$ cat config.mk
export PLATFORM = sky130hd
export DESIGN_NAME = alu_mdu_controller
export DESIGN_NICKNAME = d
export VERILOG_FILES = /design/src/rtl/alu_mdu_controller_pkg.sv /design/src/rtl/alu_mdu_controller_mdu_iter.sv /design/src/rtl/alu_mdu_controller.sv
export SDC_FILE = /design/constraint.sdc
export NUM_CORES = 1
export LEC_CHECK = 0
export CORE_MARGIN = 2
export CORE_UTILIZATION = 50
export CTS_CLUSTER_DIAMETER = 120
export DETAILED_ROUTE_END_ITERATION = 8
export GPL_ROUTABILITY_DRIVEN = 1
export PLACE_DENSITY = 0.74
export SKIP_CTS_REPAIR_TIMING = 1
export SYNTH_ARGS = -nofsm -noshare
export SYNTH_HDL_FRONTEND = slang
export SYNTH_SLANG_ARGS = --single-unit
$ cat constraint.sdc
create_clock -name clk -period 3 [get_ports clk]
set_input_delay 0.3 -clock clk [delete_from_list [all_inputs] [get_ports clk]]
set_output_delay 0.3 -clock clk [all_outputs]
set_load 0.01 [all_outputs]
$ cat src/rtl/alu_mdu_controller_pkg.sv
// Shared types and constants for the execute-stage controller.
//   opcode_t / funct_t : instruction fields
//   alu_cmd_t          : ALU command presented to the execute datapath
//   mdu_op_t           : multiply/divide unit operation
//   mdu_state_t        : MDU sequencing state
//   mdu_req_t          : start request handed to the iterative datapath
//   alu_decode()/mdu_decode() : combinational field decoders
package alu_mdu_controller_pkg;

  typedef logic [5:0] opcode_t;
  typedef logic [5:0] funct_t;

  typedef enum logic [3:0] {
    ALU_NONE, ALU_ADD, ALU_SUB, ALU_AND, ALU_OR, ALU_XOR, ALU_NOR,
    ALU_SLT, ALU_SLTU, ALU_SLL, ALU_SRL, ALU_SRA, ALU_LUI
  } alu_cmd_t;

  typedef enum logic [3:0] {
    MDU_NONE, MDU_MULT, MDU_MULTU, MDU_DIV, MDU_DIVU,
    MDU_MFHI, MDU_MFLO, MDU_MTHI, MDU_MTLO
  } mdu_op_t;

  typedef enum logic [1:0] {ST_IDLE, ST_RUN, ST_FIX} mdu_state_t;

  typedef struct packed {
    logic is_div;
    logic is_signed;
  } mdu_req_t;

  // opcodes
  localparam opcode_t OP_RTYPE = 6'h00;
  localparam opcode_t OP_ADDI  = 6'h08;
  localparam opcode_t OP_ADDIU = 6'h09;
  localparam opcode_t OP_SLTI  = 6'h0A;
  localparam opcode_t OP_SLTIU = 6'h0B;
  localparam opcode_t OP_ANDI  = 6'h0C;
  localparam opcode_t OP_ORI   = 6'h0D;
  localparam opcode_t OP_XORI  = 6'h0E;
  localparam opcode_t OP_LUI   = 6'h0F;

  // R-type functs
  localparam funct_t F_SLL   = 6'h00;
  localparam funct_t F_SRL   = 6'h02;
  localparam funct_t F_SRA   = 6'h03;
  localparam funct_t F_MFHI  = 6'h10;
  localparam funct_t F_MTHI  = 6'h11;
  localparam funct_t F_MFLO  = 6'h12;
  localparam funct_t F_MTLO  = 6'h13;
  localparam funct_t F_MULT  = 6'h18;
  localparam funct_t F_MULTU = 6'h19;
  localparam funct_t F_DIV   = 6'h1A;
  localparam funct_t F_DIVU  = 6'h1B;
  localparam funct_t F_ADD   = 6'h20;
  localparam funct_t F_ADDU  = 6'h21;
  localparam funct_t F_SUB   = 6'h22;
  localparam funct_t F_SUBU  = 6'h23;
  localparam funct_t F_AND   = 6'h24;
  localparam funct_t F_OR    = 6'h25;
  localparam funct_t F_XOR   = 6'h26;
  localparam funct_t F_NOR   = 6'h27;
  localparam funct_t F_SLT   = 6'h2A;
  localparam funct_t F_SLTU  = 6'h2B;

  function automatic alu_cmd_t alu_decode(opcode_t op, funct_t fn);
    alu_cmd_t c;
    c = ALU_NONE;
    if (op == OP_RTYPE) begin
      case (fn)
        F_ADD, F_ADDU: c = ALU_ADD;
        F_SUB, F_SUBU: c = ALU_SUB;
        F_AND:         c = ALU_AND;
        F_OR:          c = ALU_OR;
        F_XOR:         c = ALU_XOR;
        F_NOR:         c = ALU_NOR;
        F_SLT:         c = ALU_SLT;
        F_SLTU:        c = ALU_SLTU;
        F_SLL:         c = ALU_SLL;
        F_SRL:         c = ALU_SRL;
        F_SRA:         c = ALU_SRA;
        default:       c = ALU_NONE;
      endcase
    end else begin
      case (op)
        OP_ADDI, OP_ADDIU: c = ALU_ADD;
        OP_SLTI:           c = ALU_SLT;
        OP_SLTIU:          c = ALU_SLTU;
        OP_ANDI:           c = ALU_AND;
        OP_ORI:            c = ALU_OR;
        OP_XORI:           c = ALU_XOR;
        OP_LUI:            c = ALU_LUI;
        default:           c = ALU_NONE;
      endcase
    end
    return c;
  endfunction

  function automatic mdu_op_t mdu_decode(opcode_t op, funct_t fn);
    mdu_op_t m;
    m = MDU_NONE;
    if (op == OP_RTYPE) begin
      case (fn)
        F_MULT:  m = MDU_MULT;
        F_MULTU: m = MDU_MULTU;
        F_DIV:   m = MDU_DIV;
        F_DIVU:  m = MDU_DIVU;
        F_MFHI:  m = MDU_MFHI;
        F_MFLO:  m = MDU_MFLO;
        F_MTHI:  m = MDU_MTHI;
        F_MTLO:  m = MDU_MTLO;
        default: m = MDU_NONE;
      endcase
    end
    return m;
  endfunction

endpackage

$ cat src/rtl/alu_mdu_controller_mdu_iter.sv
// Iterative multiply/divide datapath (one result bit per step).
//   load       : capture operands as magnitudes plus result-sign flags
//   step       : advance one shift-add (mul) or restoring-divide (div) bit
//   req        : is_div / is_signed for the captured operation
//   a, b       : rs / rt operands
//   last       : step counter has reached zero
//   res_hi/lo  : sign-corrected HI/LO result (meaningful after the final step)
module alu_mdu_controller_mdu_iter
  import alu_mdu_controller_pkg::*;
#(
  parameter int XLEN = 32
) (
  input  logic            clk,
  input  logic            rst_n,
  input  logic            load,
  input  logic            step,
  input  mdu_req_t        req,
  input  logic [XLEN-1:0] a,
  input  logic [XLEN-1:0] b,
  output logic            last,
  output logic [XLEN-1:0] res_hi,
  output logic [XLEN-1:0] res_lo
);

  localparam int CW = $clog2(XLEN);

  logic [2*XLEN-1:0] acc;      // {hi, lo}: mul {partial, multiplier}; div {rem, dividend/quotient}
  logic [XLEN-1:0]   opb;      // multiplicand / divisor magnitude
  logic [CW-1:0]     cnt;
  logic              is_div, neg_hi, neg_lo;

  logic              a_neg, b_neg;
  logic [XLEN-1:0]   mag_a, mag_b;
  logic [XLEN:0]     mul_sum, div_sh, div_diff;
  logic [2*XLEN-1:0] mul_nxt, div_nxt, neg_acc;
  logic              div_ok;

  assign a_neg = req.is_signed & a[XLEN-1];
  assign b_neg = req.is_signed & b[XLEN-1];
  assign mag_a = a_neg ? -a : a;
  assign mag_b = b_neg ? -b : b;

  // shift-add: add multiplicand into the upper half when the multiplier LSB is set, then shift right
  assign mul_sum = {1'b0, acc[2*XLEN-1:XLEN]} + (acc[0] ? {1'b0, opb} : '0);
  assign mul_nxt = {mul_sum, acc[XLEN-1:1]};

  // restoring divide: bring in next dividend bit; subtract divisor if it fits (no borrow)
  assign div_sh   = {acc[2*XLEN-1:XLEN], acc[XLEN-1]};
  assign div_diff = div_sh - {1'b0, opb};
  assign div_ok   = ~div_diff[XLEN];
  assign div_nxt  = {div_ok ? div_diff[XLEN-1:0] : div_sh[XLEN-1:0], acc[XLEN-2:0], div_ok};

  assign last = (cnt == '0);

  always_ff @(posedge clk or negedge rst_n) begin
    if (!rst_n) begin
      acc    <= '0;
      opb    <= '0;
      cnt    <= '0;
      is_div <= 1'b0;
      neg_hi <= 1'b0;
      neg_lo <= 1'b0;
    end else if (load) begin
      is_div <= req.is_div;
      opb    <= mag_b;
      cnt    <= CW'(XLEN-1);
      if (req.is_div && b == '0) begin
        // divide by zero never steps: raw dividend to HI, all ones to LO, no sign fix
        acc    <= {a, {XLEN{1'b1}}};
        neg_hi <= 1'b0;
        neg_lo <= 1'b0;
      end else begin
        acc    <= {{XLEN{1'b0}}, mag_a};
        neg_lo <= a_neg ^ b_neg;
        neg_hi <= req.is_div ? a_neg : (a_neg ^ b_neg);
      end
    end else if (step) begin
      acc <= is_div ? div_nxt : mul_nxt;
      cnt <= cnt - CW'(1);
    end
  end

  // sign fix: product negated as a whole; quotient and remainder independently
  always_comb begin
    neg_acc = -acc;
    if (!is_div) begin
      res_hi = neg_lo ? neg_acc[2*XLEN-1:XLEN] : acc[2*XLEN-1:XLEN];
      res_lo = neg_lo ? neg_acc[XLEN-1:0]      : acc[XLEN-1:0];
    end else begin
      res_hi = neg_hi ? -acc[2*XLEN-1:XLEN] : acc[2*XLEN-1:XLEN];
      res_lo = neg_lo ? -acc[XLEN-1:0]      : acc[XLEN-1:0];
    end
  end

endmodule

$ cat src/rtl/alu_mdu_controller.sv
// Execute-stage controller: ALU command decode, MDU sequencing, stall, HI/LO.
//   clk, rst_n     : core clock, async active-low reset
//   valid_in       : instruction presented this cycle
//   opcode, funct  : instruction fields
//   rs_val, rt_val : operands
//   flush          : abort in-flight mul/div and drop this cycle's instruction
//   alu_cmd_out    : combinational ALU command
//   stall          : presented MDU op not accepted while busy
//   busy           : mul/div in flight
//   hilo_rd_data   : HI (mfhi) / LO (mflo), else 0
module alu_mdu_controller
  import alu_mdu_controller_pkg::*;
#(
  parameter int XLEN = 32
) (
  input  logic            clk,
  input  logic            rst_n,
  input  logic            valid_in,
  input  opcode_t         opcode,
  input  funct_t          funct,
  input  logic [XLEN-1:0] rs_val,
  input  logic [XLEN-1:0] rt_val,
  input  logic            flush,
  output alu_cmd_t        alu_cmd_out,
  output logic            stall,
  output logic            busy,
  output logic [XLEN-1:0] hilo_rd_data
);

  mdu_state_t      state;
  mdu_op_t         mdu_op;
  mdu_req_t        req;
  logic [XLEN-1:0] hi, lo, res_hi, res_lo;
  logic            is_mdu, is_muldiv, accept, start, last;

  assign alu_cmd_out = alu_decode(opcode, funct);
  assign mdu_op      = mdu_decode(opcode, funct);
  assign is_mdu      = (mdu_op != MDU_NONE);
  assign is_muldiv   = (mdu_op == MDU_MULT) || (mdu_op == MDU_MULTU) ||
                       (mdu_op == MDU_DIV)  || (mdu_op == MDU_DIVU);

  assign req.is_div    = (mdu_op == MDU_DIV)  || (mdu_op == MDU_DIVU);
  assign req.is_signed = (mdu_op == MDU_MULT) || (mdu_op == MDU_DIV);

  assign stall  = valid_in & busy & is_mdu & ~flush;
  assign accept = valid_in & ~flush & ~stall;
  assign start  = accept & ~busy & is_muldiv;

  alu_mdu_controller_mdu_iter #(.XLEN(XLEN)) u_mdu (
    .clk    (clk),
    .rst_n  (rst_n),
    .load   (start),
    .step   (state == ST_RUN),
    .req    (req),
    .a      (rs_val),
    .b      (rt_val),
    .last   (last),
    .res_hi (res_hi),
    .res_lo (res_lo)
  );

  always_ff @(posedge clk or negedge rst_n) begin
    if (!rst_n) begin
      state <= ST_IDLE;
      busy  <= 1'b0;
      hi    <= '0;
      lo    <= '0;
    end else if (flush) begin
      state <= ST_IDLE;
      busy  <= 1'b0;
    end else begin
      case (state)
        ST_IDLE: begin
          if (start) begin
            state <= (req.is_div && rt_val == '0) ? ST_FIX : ST_RUN;
            busy  <= 1'b1;
          end
          if (accept && mdu_op == MDU_MTHI) hi <= rs_val;
          if (accept && mdu_op == MDU_MTLO) lo <= rs_val;
        end
        ST_RUN: begin
          if (last) state <= ST_FIX;
        end
        ST_FIX: begin
          hi    <= res_hi;
          lo    <= res_lo;
          state <= ST_IDLE;
          busy  <= 1'b0;
        end
        default: begin
          state <= ST_IDLE;
          busy  <= 1'b0;
        end
      endcase
    end
  end

  always_comb begin
    hilo_rd_data = '0;
    if (valid_in && mdu_op == MDU_MFHI) hilo_rd_data = hi;
    if (valid_in && mdu_op == MDU_MFLO) hilo_rd_data = lo;
  end

endmodule

-- Yosys cells after proc, flatten, opt, wreduce, memory -nomap -nowiden
Memories as Yosys holds them, arrays and structs flattened.
Cells that the tools add are included.
- register bits after elaboration: 171
- memory bits (read-only): 448
- input bits: 80
- word-level logic and storage cells: 109
- output and inout bits: 38
- memories kept: 3
- equality and inequality tests: 15
- bitwise gates (word level): 14
- reductions and logical operators: 22
- $add $sub $neg: 8
- multiplexer cells: 37
- memories (memory ; words ; bits a word ; read ports ; clocked after memory_dff ; wr ports ; RTL line ; text):
    (no name shown) ; 64 ; 4 ; 1 ; 0 ; 0 ; alu_mdu_controller_pkg.sv:68 ; case (fn)
    (no name shown) ; 32 ; 4 ; 1 ; 0 ; 0 ; alu_mdu_controller_pkg.sv:101 ; case (fn)
    (no name shown) ; 16 ; 4 ; 1 ; 0 ; 0 ; alu_mdu_controller_pkg.sv:83 ; case (op)
- operators with widths (operator ; number):
    two-way mux 32 bit ; 14
    two-way mux 64 bit ; 4
    negator 32 bit ; 4
    one-hot mux 32 bit (2 select lines) ; 2
    negator 64 bit ; 1
    adder 32 x 33 -> 33 bit ; 1
    subtractor 33 x 32 -> 33 bit ; 1
    logical NOT 32 bit ; 1
    equality test 4 x 3 -> 1 bit (second input constant) ; 4
    two-way mux 4 bit ; 4
    two-way mux 5 bit ; 2
    bitwise AND 1 bit ; 9
    equality test 4 x 2 -> 1 bit (second input constant) ; 2
    two-way mux 2 bit ; 4
    logical NOT 6 bit ; 1
    != test 2 bit (second input constant) ; 3
    != test 3 bit (second input constant) ; 2
    AND reduction 3 bit ; 2
    logical AND 1 bit ; 5
    logical NOT 5 bit ; 1
    logical OR 1 bit ; 5
    two-way mux 1 bit ; 5
    subtractor 5 x 1 -> 5 bit (second input constant) ; 1
    equality test 4 x 1 -> 1 bit (second input constant) ; 1
    11 further kinds ; 17

-- Depth between registers and ports, before layout
An unclocked memory read counts as a cell.
- word-level depth: 13
- depth in mapped cells: 15
- mapped depth without buffers: 13

-- Hierarchy
A second synthesis with hierarchy kept.
- cell total of the unflattened synthesis: 2015
- area total of the unflattened synthesis: 15910.3 um^2
- by module, submodules not included (module ; times used ; cells each ; sequential area each (um^2) ; area an instance (um^2)):
    alu_mdu_controller_mdu_iter ; 1 ; 1585 ; 2602.5 ; 11850.1
    alu_mdu_controller ; 1 ; 430 ; 1676.6 ; 4060.1

-- Least setup slack after synthesis
No wires, ideal clock.
- path type: reg2reg
- start: register u_mdu.acc[0]
- end: register hi[28]
- stages on the path, launching flop included: 12
- clock period less this slack: 3.292 ns
- buffers on the path: 1
- setup time: 0.142 ns
- arrival time: 3.150 ns
- setup slack: -0.292 ns
- data required time: 2.858 ns
- path through: dfrtp_1 > inv_1 > clkbuf_1 > ha_1 > or3b_2 > or4_1 > nor4_4 > nor2_2 > nor4_2 > a41oi_1 > xnor2_1 > o221ai_1
- longest elaborated chain between the ends: 4
- RTL lines (what ; RTL line ; text):
    start: declaration ; alu_mdu_controller_mdu_iter.sv:27 ; logic [2*XLEN-1:0] acc;
    start signal: assignment ; alu_mdu_controller_mdu_iter.sv:69 ; acc <= {a, {XLEN{1'b1}}};
    start signal: assignment ; alu_mdu_controller_mdu_iter.sv:73 ; acc <= {{XLEN{1'b0}}, mag_a};
    start signal: assignment ; alu_mdu_controller_mdu_iter.sv:78 ; acc <= is_div ? div_nxt : mul_nxt;
    negator 64 bit ; alu_mdu_controller_mdu_iter.sv:85 ; neg_acc = -acc;
    two-way mux 32 bit ; alu_mdu_controller_mdu_iter.sv:87 ; res_hi = neg_lo ? neg_acc[2*XLEN-1:XLEN] : acc[2*XLEN-1:XLEN];
    two-way mux 32 bit ; alu_mdu_controller_mdu_iter.sv:86 ; if (!is_div) begin
    one-hot mux 32 bit (2 select lines) ; alu_mdu_controller.sv:72 ; case (state)
    end signal: assignment ; alu_mdu_controller.sv:78 ; if (accept && mdu_op == MDU_MTHI) hi <= rs_val;
    end signal: assignment ; alu_mdu_controller.sv:85 ; hi <= res_hi;
    end: declaration ; alu_mdu_controller.sv:33 ; logic [XLEN-1:0] hi, lo, res_hi, res_lo;
Every way passes these cells.
A chain may end at the register's enable or synchronous reset.

-- Worst setup path after layout
- start: register u_mdu.acc[31]
- end: register u_mdu.acc[40]
- longest elaborated chain between the ends: 5
- RTL lines (what ; RTL line ; text):
    subtractor 33 x 32 -> 33 bit ; alu_mdu_controller_mdu_iter.sv:49 ; assign div_diff = div_sh - {1'b0, opb};
    two-way mux 32 bit ; alu_mdu_controller_mdu_iter.sv:51 ; assign div_nxt = {div_ok ? div_diff[XLEN-1:0] : div_sh[XLEN-1:0], acc[XLEN-2:0], div_ok};
    two-way mux 64 bit ; alu_mdu_controller_mdu_iter.sv:78 ;
    two-way mux 64 bit ; alu_mdu_controller_mdu_iter.sv:77 ; end else if (step) begin
    two-way mux 64 bit ; alu_mdu_controller_mdu_iter.sv:63 ; end else if (load) begin
Every way passes these cells. The select of a mux whose other input is x is not followed.

==> flow_metrics.tcl <==
set metrics [dict create \
    clock.fmax_ghz 0.293 \
    detailed_place_hpwl_um 51300 \
    clkTransAtPathRegs_ps 80 \
    grt_first_pass_wirelength_um 99500 \
    timing.final.crit_period_ps 3410 \
    prevailing_post_synth_register_cell "sky130_fd_sc_hd__dfrtp_1" \
    clk-insertion-delay-late_ps 470 \
    path_max_fanout 7 \
    detailedRoute.firstIterationViolations 2072 \
    critical_path.max_stage_delay_ps 400 \
    relSlewSlack_pct 58.0 \
    postSynthCellCount 2075 \
    post_layout_nonfiller_instances 2983 \
    finalClockSkew_ps 12.0 \
    postSynthAreaPerCell_um2 7.59 \
    rsz0062_at_grt "true" \
    io_buffer_count 117 \
    layout-area-overhead-vs-synth_pct 41.2 \
    mostFrequentLayoutCell "sky130_fd_sc_hd__buf_4" \
    die_x_um 181 \
    timing_worst_setup_path_type "reg -> reg" \
    finish.net_count 2731 \
    run_status "complete, but fails checks" \
    rows 64 \
    setup_total_negative_slack_ps -10290 \
    final_max_slew_viol_count 0 \
    finish.utilization_pct 72.1 \
    h_tree_depth 4 \
    finalWeightedCongestion 0.992 \
    yosysWarningCount 0 \
    min_path_type "in -> async" \
    critical_path.startpoint_type "flop" \
    total_length_of_routed_wires_um 66000 \
    ys_async_sr_fraction_pct 100 \
    synth_seq_area_share_pct 27.2 \
    via_count 18500 \
    core_region_um2 30800 \
    detailedPlace.worstSlack_ps -522 \
    yosysUniqueCellTypes 88 \
    gr-total-overflow 0 \
    diodes 0 \
    vias_per_cell 6.20 \
    synth.cell_area_um2 15700 \
    cts_made_buffers 17 \
    detailedRoute.firstPassIterationCount 6 \
    die_area_um2 32900 \
    cp_slowest_cell "sky130_fd_sc_hd__dfrtp_1" \
    timing.critical_path.cells "inv_2, ha_4, inv_2, fa_2, a211oi_2, o211ai_1, a311oi_1, buf_4, o211ai_1, nand2_2, xnor2_4, buf_12, buf_4, mux2_4, mux2i_1, o21ai_1" \
    yosys_register_bits 171 \
    timing.final.ws_setup_ps -411 \
    total_power_per_unit_cell_area_nw_per_um2 318 \
    timing.final.hold_violations 0 \
    cp_data_required_time_ps 3350 \
    routed_wire_length_per_instance_um 22.1 \
    globalRouteTotalUtil_pct 38.9 \
    cts_buffer_depth 2 \
    timing.critical_path.arrival_ps 3760 \
    clk_root_buffer_cell "sky130_fd_sc_hd__clkbuf_16" \
    ir_worst_vdd_mv 0.437 \
    die_height_um 181 \
    place.detailed.instances 2921 \
    ant_nets 0 \
    multi_input_comb_area_um2 11500 \
    final.fill_count 2436 \
    max_cap_viol_count 0 \
    endpoint_kind "flop" \
    synth-edff-count 0 \
    final.period_utilization_pct 114 \
    largest_net_degree_at_the_start_of_global_routing 56 \
    layout.area.seq_um2 4280 \
    boundaryPins 118 \
    synth_nets 2232 \
    antenna_violations_before_repair 1 \
    route.detailed.drc 0 \
    violations_in_the_final_reports "setup timing" \
    cts_num_sinks 171 \
    layout_common_cells "sky130_fd_sc_hd__buf_4 (449), sky130_fd_sc_hd__nand2_1 (254), sky130_fd_sc_hd__nor2_1 (180), sky130_fd_sc_hd__dfrtp_1 (170), sky130_fd_sc_hd__o21ai_0 (146)" \
    tritoncts_clock_tree "done" \
    start_util_pct 51.1 \
    finalSetupViolations 45 \
    timing_worst_slew_pin_value_ps 628 \
    grt_pass1_vias 17700 \
    total_leakage_power_nw 9.98 \
    layout_cell_share_with_drive_strength_beyond_1_pct 26.8 \
]
-- stage by stage --
stage / cell area [um2] / power, mW / hold slack [ps]
3_3_place_gp: 20700 / 4.27 / 316
2_1_floorplan: 15800 / 3.30 / 4.41
4_1_cts: 21300 / 6.53 / -174
5_1_grt: 22200 / 7.27 / 430
6_report: 22200 / 7.07 / 389
3_5_place_dp: 20700 / 4.29 / 320
-- synthesized netlist by cell type (6+ instances only) --
master / number / area (um2)
sky130_fd_sc_hd__a31oi_1: 27 / 169
sky130_fd_sc_hd__nand4_1: 13 / 81.3
sky130_fd_sc_hd__mux2_2: 7 / 78.8
sky130_fd_sc_hd__o21ai_1: 68 / 340
sky130_fd_sc_hd__a22oi_1: 6 / 45.0
sky130_fd_sc_hd__ha_1: 75 / 938
sky130_fd_sc_hd__inv_1: 62 / 233
sky130_fd_sc_hd__nor2_1: 192 / 721
sky130_fd_sc_hd__buf_1: 8 / 30.0
sky130_fd_sc_hd__nor3_1: 63 / 315
sky130_fd_sc_hd__o211ai_1: 16 / 120
sky130_fd_sc_hd__nor2b_1: 10 / 62.6
sky130_fd_sc_hd__o21a_1: 20 / 150
sky130_fd_sc_hd__nor4_1: 18 / 113
sky130_fd_sc_hd__a21o_1: 28 / 210
sky130_fd_sc_hd__a41oi_1: 7 / 61.3
sky130_fd_sc_hd__or4_1: 12 / 90.1
sky130_fd_sc_hd__dfrtp_1: 171 / 4280
sky130_fd_sc_hd__nand2_1: 258 / 968
sky130_fd_sc_hd__or3_1: 23 / 144
sky130_fd_sc_hd__and3_1: 8 / 50.1
sky130_fd_sc_hd__xor2_1: 85 / 744
sky130_fd_sc_hd__clkbuf_1: 115 / 432
sky130_fd_sc_hd__nand2b_1: 20 / 125
sky130_fd_sc_hd__o21ai_0: 166 / 831
sky130_fd_sc_hd__a211oi_1: 18 / 135
sky130_fd_sc_hd__and2_1: 8 / 50.1
sky130_fd_sc_hd__xnor2_1: 91 / 797
sky130_fd_sc_hd__a21oi_1: 158 / 791
sky130_fd_sc_hd__nand3_1: 41 / 205
sky130_fd_sc_hd__o41ai_1: 15 / 131
sky130_fd_sc_hd__o21bai_1: 6 / 45.0
sky130_fd_sc_hd__nor3b_1: 10 / 75.1
sky130_fd_sc_hd__o22ai_1: 13 / 81.3
sky130_fd_sc_hd__mux2i_1: 51 / 510
sky130_fd_sc_hd__o31ai_1: 45 / 338
sky130_fd_sc_hd__a22o_1: 44 / 385
-- registers in the layout, indices dropped and copies added, names as in the netlist --
name	count
u_mdu.cnt	5
state	2
u_mdu.acc	64
hi	32
u_mdu.opb	32
u_mdu.is_div	1
busy	1
u_mdu.neg_lo	1
u_mdu.neg_hi	1
lo	32
-- worst paths after layout --
| check | start | end | slack [ps] | depth (start not counted) |
|---|---|---|---|---|
| setup / recovery | u_mdu.acc[31] | u_mdu.acc[40] | -410 | 16 |
| hold / removal | rst_n | lo[16] | 390 | 2 |
| setup reg to reg | u_mdu.acc[31] | u_mdu.acc[40] | -410 | 16 |
| hold reg to reg | u_mdu.opb[23] | u_mdu.opb[23] | 480 | 2 |
| max in group asynchronous | rst_n | lo[29] | 1690 | 4 |
| min in group clk | u_mdu.opb[23] | u_mdu.opb[23] | 480 | 2 |
-- cell families after synthesis --
| group | after synthesis | share of synthesized area [%] |
|---|---|---|
| buffers and inverters | 196 | 4.85 |
| AOI/OAI and AO/OA | 683 | 27.0 |
| adders and majority gates | 77 | 6.22 |
| and+or+nand+nor | 713 | 21.1 |
| muxes | 59 | 3.81 |
| DFF | 171 | 27.2 |
| xor gates and xnor gates | 176 | 9.79 |
-- per-layer routing --
layer	wire length (um)	up-vias	global-route usage (%)	share of wire [%]
met2	30100	1049	63.3	46
met5	0	-	0	0
met1	25700	8740	50.0	39
met3	6920	210	8.50	10
met4	3310	0	16.8	5.0
li1	-	8496	-	-
-- worst max-delay path: cells and delay by family, from the launching register on --
kind / cells / cell delay [ps]
AO/OA/AOI/OAI: 5 / 980
XOR/XNOR: 1 / 170
AND/OR/NAND/NOR: 1 / 170
adder cells (fa/ha/maj): 2 / 520
multiplexers: 2 / 430
flip-flops: 1 / 400
buffers and inverters: 5 / 610
-- layout make-up --
class | count | share of cell area [%]
timing repair buffer | 614 | 23.2
multi-input combinational | 1708 | 51.6
tap | 396 | 2.23
inverter | 62 | 1.06
sequential | 171 | 19.3
clock buffer | 18 | 1.98
clock inverter | 14 | 0.670
-- report_power, final --
group | internal (mW) | leakage (nW) | switching [mW] | total (mW)
Sequential | 2.34 | 2.21 | 0.0529 | 2.40
Combinational | 1.20 | 7.49 | 1.21 | 2.41
Clock | 1.13 | 0.287 | 1.13 | 2.26
No activity file was read; power rests on OpenSTA's default activity.
==> RTL change (same settings) <==
`XLEN` is set to 32 in 2 places; all go to 16.
--- a/src/rtl/alu_mdu_controller_mdu_iter.sv
+++ b/src/rtl/alu_mdu_controller_mdu_iter.sv
@@ -8,7 +8,7 @@
 module alu_mdu_controller_mdu_iter
   import alu_mdu_controller_pkg::*;
 #(
-  parameter int XLEN = 32
+  parameter int XLEN = 16
 ) (
   input  logic            clk,
   input  logic            rst_n,
--- a/src/rtl/alu_mdu_controller.sv
+++ b/src/rtl/alu_mdu_controller.sv
@@ -11,7 +11,7 @@
 module alu_mdu_controller
   import alu_mdu_controller_pkg::*;
 #(
-  parameter int XLEN = 32
+  parameter int XLEN = 16
 ) (
   input  logic            clk,
   input  logic            rst_n,
Interface: changed (resized hilo_rd_data, rs_val and rt_val); port bits go from 118 to 70. No check against the original RTL was run, so the function may have changed too.
==> RTL change against the unedited design <==
Fmax is 16% higher. Synthesized cell count is 52% lower. Design area is 54% lower. Clock power is 47% lower. Wire length is 63% lower. Setup slack better by 0.48 ns. Non-clock buffer count is 428 lower. Sequential power is 44% lower. Synthesized area is 49% lower. Sequential cell count is 81 lower. Power is 50% lower. Worst hold slack better by 0.083 ns. Largest cell class unchanged.
==> RTL change: results (changes against the unedited design) <==
[status]
outcome = finished, final reports clean  ; was finished, violations left

[clocking]
clk_latency_ns = 0.35  ; was 0.47 ns
h-tree-depth = 3  ; was 4
cts.sinks = 90  ; was 171

[cells_and_area]
largest_reg_flops = 32  ; was 64
nets = 1232  ; was 2731
layout-drive-gt1-share_pct = 16.6  ; was 26.8%

[drt]
drt_iter0_drc = 649  ; was 2072
routed_via_density = 5.96  ; was 6.20
met1_length_mm = 10.8  ; was 25.7 mm

[placed_design]
dp.cells = 1333  ; was 2921
dp_slack_ns = -0.0821  ; was -0.522 ns
placed_cell_area_um2 = 9630  ; was 20700 um^2
port_buffers = 69  ; was 117
dp_hpwl_mm = 18.9  ; was 51.3 mm
place_congestion = 0.962  ; was 0.992

[grt]
gr-usage-all-layers_pct = 29.2  ; was 38.9%
use_met3_pct = 4.80  ; was 8.50%
antenna_found_initial = 0  ; was 1
grt_start_max_net_pins = 42  ; was 56
grt_pass1_vias = 7589  ; was 17700
grtUsageMet2_pct = 46.8  ; was 63.3%

[timing]
holdWs_ns = 0.472  ; was 0.389 ns
clock_skew_ns = 0.00430  ; was 0.0120 ns
maxSlewHeadroom_pct = 39.6  ; was 58.0%

[worst_setup_path]
rrSetupSlack_ns = 0.07  ; was -0.41 ns
crit_arrival_ns = 3.16  ; was 3.76 ns

[logic_synthesis]
synth.area.top_cells = dfrtp_1 (28%), ha_1 (6.6%), o21ai_0 (6.0%)  ; was dfrtp_1 (27%), nand2_1 (6.2%), ha_1 (6.0%)
synthesis.nets = 1080  ; was 2232
synth_xor_area_share_pct = 8.74  ; was 9.79%
avgSynthCellArea_um2 = 8.12  ; was 7.59 um^2

[power]
vdd_drop_max_mv = 0.254  ; was 0.437 mV

-- RTL change: cell types whose count changed in the layout (fill, tap and decap cells not counted), sizes merged, moves of 33 or more --
| cell | delta |
|---|---|
| xnor2 | -54 |
| ha | -33 |
| buf | -383 |
| o31ai | -36 |
| nand2 | -143 |
| nor3 | -43 |
| dfrtp | -81 |
| nor2 | -106 |
| o21ai | -133 |
| a21oi | -100 |
| xor2 | -42 |
-- RTL change: cell type report --
class                   count  area (um^2)  area share (%)
clock buffers               9          225            2.20
repair buffers            186         1740            17.0
well taps                 216          270            2.64
flip-flops and latches     90         2250            22.0
inverters                  42          158            1.54
clock inverters             7         82.6           0.806
multi-input cells         811         5510            53.8
-- RTL change: cells by family (layout without fill, tap and decap cells) --
logic type,Yosys count,in the layout
AO/OA/AOI/OAI,299,299
XOR/XNOR,80,80
adder cells (fa/ha/maj),44,44
buffers and inverters,87,244
flip-flops,90,90
multiplexers,54,54
AND/OR/NAND/NOR,334,334
-- RTL change: power breakdown --
| part | switching, mW | internal (mW) | total, mW |
|---|---|---|---|
| logic | 0.531 | 0.489 | 1.02 |
| clock network | 0.527 | 0.659 | 1.19 |
| registers | 0.0739 | 1.26 | 1.34 |
-- RTL change: final timing paths --
kind	start	end	cells after the start
min reg2reg	u_mdu.opb[2]	u_mdu.opb[2]	2
min in group clk	u_mdu.opb[2]	u_mdu.opb[2]	2
max	u_mdu.acc[15]	u_mdu.acc[19]	12
max in group asynchronous	rst_n	u_mdu.acc[27]	3
max reg2reg	u_mdu.acc[15]	u_mdu.acc[19]	12
min	rst_n	lo[2]	2
